`config.mk`:
```
export PLATFORM = sky130hd
export DESIGN_NAME = full_subtractor
export DESIGN_NICKNAME = d
export VERILOG_FILES = /design/src/rtl/full_subtractor.sv
export SDC_FILE = /design/constraint.sdc
export NUM_CORES = 1
export LEC_CHECK = 0
export BUFFER_PORTS_ARGS = -buffer_cell sky130_fd_sc_hd__buf_2
export CAP_MARGIN = 25
export CORE_AREA = 2 2 39 41
export DETAILED_ROUTE_END_ITERATION = 10
export DIE_AREA = 0 0 41 43
export PLACE_DENSITY_LB_ADDON = 0.1
export SYNTH_ARGS = -nofsm -noshare
export SYNTH_HDL_FRONTEND = slang
export SYNTH_SLANG_ARGS = --single-unit
```
`constraint.sdc`:
```
create_clock -name clk -period 0.9 [get_ports clk]
set_input_delay 0.045 -clock clk [delete_from_list [all_inputs] [get_ports clk]]
set_output_delay 0.045 -clock clk [all_outputs]
set_load 0.1 [all_outputs]
```
`src/rtl/full_subtractor.sv`:
```
// rtl/full_subtractor.sv - registered ripple-borrow full subtractor; FULL_SUBTRACTOR_STATUS_EN adds zero/borrow_cnt status
module full_subtractor #(
    parameter int WIDTH = 1
) (
    input  logic             clk,
    input  logic             rst,
    input  logic             in_valid,
    input  logic [WIDTH-1:0] a,
    input  logic [WIDTH-1:0] b,
    input  logic             bin,
    output logic             out_valid,
    output logic [WIDTH-1:0] diff,
    output logic             bout
`ifdef FULL_SUBTRACTOR_STATUS_EN
    ,
    output logic             zero,
    output logic [15:0]      borrow_cnt
`endif
);

    logic [WIDTH:0]   borrow;
    logic [WIDTH-1:0] diff_next;

    // Ripple-borrow chain of single-bit full subtractor cells.
    always_comb begin
        borrow    = '0;
        diff_next = '0;
        borrow[0] = bin;
        for (int i = 0; i < WIDTH; i++) begin
            diff_next[i] = a[i] ^ b[i] ^ borrow[i];
            borrow[i+1]  = (~a[i] & b[i]) | (~(a[i] ^ b[i]) & borrow[i]);
        end
    end

    always_ff @(posedge clk) begin
        if (rst) begin
            diff      <= '0;
            bout      <= 1'b0;
            out_valid <= 1'b0;
        end else begin
            out_valid <= in_valid;
            if (in_valid) begin
                diff <= diff_next;
                bout <= borrow[WIDTH];
            end
        end
    end

`ifdef FULL_SUBTRACTOR_STATUS_EN
    always_ff @(posedge clk) begin
        if (rst) begin
            zero       <= 1'b0;
            borrow_cnt <= '0;
        end else if (in_valid) begin
            zero <= (diff_next == '0);
            // Saturate so a long-running count never wraps back to a small value.
            if (borrow[WIDTH] && (borrow_cnt != 16'hFFFF))
                borrow_cnt <= borrow_cnt + 16'd1;
        end
    end
`endif

endmodule

```
# --- After elaboration in Yosys (flattened, before gate mapping) ---
# Cells that the tools add are included.
word_totals:
  register_bits: 3
  inputBits: 6
  output_inout_bits: 3
  wordCells: 10
op_classes:
  bitwise: 7
ops:
  columns: ["cell", "count"]
  rows:
  - ["$and 1x1->1", 2]
  - ["$not 1->1", 2]
  - ["$xor 1x1->1", 2]
  - ["$or 1x1->1", 1]

# --- Depth between registers and ports, before layout ---
logic_depth:
  depth_word: 4
  ltp_mapped: 4
  depth_no_buf: 4

# --- Worst setup path before layout ---
# OpenSTA, ideal clock, no wires.
synth_path:
  kind: "register to register"
  startpoint: "reg, netlist name bout"
  endpoint: "reg bout"
  setup_ns: 0.086
  arrival_time_ns: 1.238
  required_time_ns: 0.814
  slack_ns: -0.424
  stages_incl_launch_ff: 3
  n_path_buf: 0
  path_cell_list: "dfxtp_1 nor2_1 a211oi_1"
synth_rtl:
  columns: ["item", "line", "source"]
  rows:
  - ["end signal: assignment", "44", "bout <= borrow[WIDTH];"]
  - ["end: declaration", "13", "output logic bout"]

# --- Final worst setup path ---
layout_path:
  startpoint: "reg diff"
  endpoint: "out diff"
layout_rtl:
  columns: ["item", "line", "source"]
  rows:
  - ["start: declaration", "12", "output logic [WIDTH-1:0] diff,"]
  - ["start signal: assignment", "43", "diff <= diff_next;"]
# No word-level cell between the ends.

==> metrics.md <==
| Metric | Value |
|---|---|
| Register share of total power | about 28% |
| Placed Instances | 35 |
| Fillcell total | between 150 and 200 |
| Area Growth Syn to Fin | 126% |
| Final Hold Viols | 0 |
| Synth Register Bits | 3 |
| Sequential area share after synthesis | about half |
| Clock Path Buffers | 2 |
| Routed len/inst | slightly below 7 µm |
| First-pass GRT wire length | 420 µm |
| Total gr overflow | 0 |
| Synth area leader | dfxtp_1 |
| Yosys Warn Count | 0 |
| GP Congestion | approximately 0.54 |
| Logic gate share of total power | between 20 and 30% |
| Sw frac | between 30% and 40% |
| Gr usage total | roughly 4.2% |
| Unrepaired setup endpoints after global routing | no |
| Startpoint types | flip-flop |
| WP data arrival | roughly 760 ps |
| Die area | around 1800 µm² |
| Cell Int Power | 0.369 mW |
| Max Freq | between 1 and 1.5 GHz |
| Top Ports | 9 |
| Core Box Area | between 1000 and 1500 µm² |
| Distinct cells, synth | 7 |
| Syn_nets | 18 |
| Die Width | a little over 40 µm |
| Clk slew on worst S/H paths | about 40 ps |
| CTS resizes | 0 |
| Non-Filler Instances | 40 |
| Syn Inst Count | 11 |
| Worst clock skew | 0 ps |
| Diode count | 0 |
| Max-slew violations | 0 |
| Synth top cells by count | 3 x dfxtp_1, 2 x inv_1, 2 x nor2_1 |
| Slowest stage cell on the critical path | dfxtp_4 |
| CP Buf/Inv Count | 1 |
| Die Span Y | 43 µm |
| Crit path required time | about 850 ps |
| CP delay by family, top | flip-flops |
| Router iterations before antenna repair | 1 |
| Post-synth ARST share | 0% |
| H-tree depth | 1 |
| TritonCTS buffer count | 3 |
| MaxCap Viol Count | 0 |
| Clock network power share | approximately 44% |
| CTS tree | done |
| Post-synth EDFFs | 0 |
| Leak | about 0.12 nW |
| Dpl ws | -28.7 ps |
| Fin crit share | roughly nine tenths |
| VDD IR max | ~0.37 mV |
| Initial antenna violation count | 0 |
| Later-pin clock latency in the skew report | 230 ps |
| Synthesized area | 119 µm² |
| PnR worst setup slack | between 90 and 100 ps |
| Syn avg cell area | between 10 and 15 µm² |
| Final Critical Period | approximately 800 ps |
| CP Cell Sequence | buf_12 |
| Worst slew pin tran | between 150 and 200 ps |
| Buffers added on ports | 8 |
| Ys flop type | dfxtp_1 |
| Initial DRC count | 0 |
| # DRC | 0 |
| Sw Pwr | approximately 0.18 mW |
| Hold_buf cts | 1 |
| Layout cells sized above 1 | 58.3% |
| Final setup viols | 0 |
| Final #Nets | 32 |
| Initial Util | 8.59% |
| Setup TNS | 0 ps |
| Cell area power density | between 2000 and 2500 nW/µm² |
| Yosys top cell area share | between 50% and 60% |
| Cell with the most instances after synthesis | dfxtp_1 |
| Root Buffer | clkbuf_4 |
| Top area cells in the synthesized netlist | dfxtp_1 51%, fa_1 17%, mux2i_1 8.4% |
| Sink Count | 3 |
| Largest net degree at the start of global routing | 5 |
| Postcts setup bufs | 0 |
| Row count | 14 |
| Worst path max stage delay | ~350 ps |
| Slew margin rel. | approximately 89% |
| Status | finished, final reports clean |
| Crit Path Class | flip-flop to output port |
| Hold Crit Class | input port to flip-flop |
| Vias in the first global route | about 110 |
| DR vias | between 100 and 150 |
| ANT nets after route | 0 |
| Max Fanout on Critical Path | 2 |
| WL final | between 200 and 300 µm |
| Via/cell ratio | 2.98 |
| CP Capture Type | output port |
-- flip-flops by register name, indices dropped and copies added (netlist names) --
signal	cells
bout	1
diff	1
out_valid	1
-- worst paths after layout --
kind	from	end	slack, ps	cells after the start
hold reg to reg	diff	diff	520	2
setup reg to reg	bout	bout	240	2
setup / recovery	diff	diff	100	1
hold / removal	in_valid	bout	30	2
-- cell type report --
class,count,area [µm²],share of cell area (%)
Timing Repair Buffer,9,95.1,35.3
Multi-Input combinational cell,6,51.3,19.1
Inverter,2,7.51,2.79
Clock buffer,4,26.3,9.77
Sequential cell,3,68.8,25.6
Tap cell,16,20.0,7.44
-- power groups by stage --
stage	registers [mW]	logic (mW)	clock network (mW)
final	0.154	0.150	0.242
after global routing	0.156	0.158	0.273
after CTS	0.155	0.151	0.254
after detailed placement	0.156	0.148	0
after global placement	0.156	0.149	0
after floorplan	0.223	0.0177	0
-- layer usage --
metal	track usage [%]	routed length (µm)	vias up
met4	4.00	8	0
met1	4.49	122	47
li1	-	-	60
met5	0	0	-
met2	4.06	89	10
met3	4.71	54	2
-- layout by cell type (no fill, tap or decap) --
cell type / count
buf_2: 5
clkbuf_4: 3
buf_12: 3
inv_1: 2
nor2_1: 2
dfxtp_4: 2
nor2b_1: 1
mux2i_1: 1
a211oi_1: 1
fa_1: 1
clkbuf_1: 1
dlygate4sd3_1: 1
dfxtp_2: 1
-- kinds of logic after synthesis --
| logic type | count (synthesis) | synth area share (%) |
|---|---|---|
| AND/OR/NAND/NOR | 3 | 11.6 |
| flip-flops | 3 | 50.5 |
| buffers and inverters | 2 | 6.32 |
| AO/OA/AOI/OAI | 1 | 6.32 |
| multiplexers | 1 | 8.42 |
| adder cells (fa/ha/maj) | 1 | 16.8 |
-- per-stage QoR --
stage / hold WS [ps] / total power, mW / instance area, µm² / util [%]
floorplan: 108 / 0.240 / 128 / -
global placement: 238 / 0.305 / 233 / 16.8
detailed placement: 235 / 0.304 / 233 / 16.8
CTS: 22.5 / 0.560 / 269 / 19.4
global route: 27.0 / 0.587 / 269 / 19.4
finish: 32.8 / 0.546 / 269 / 19.4
Note: power is estimated with default switching activity, not from simulation.
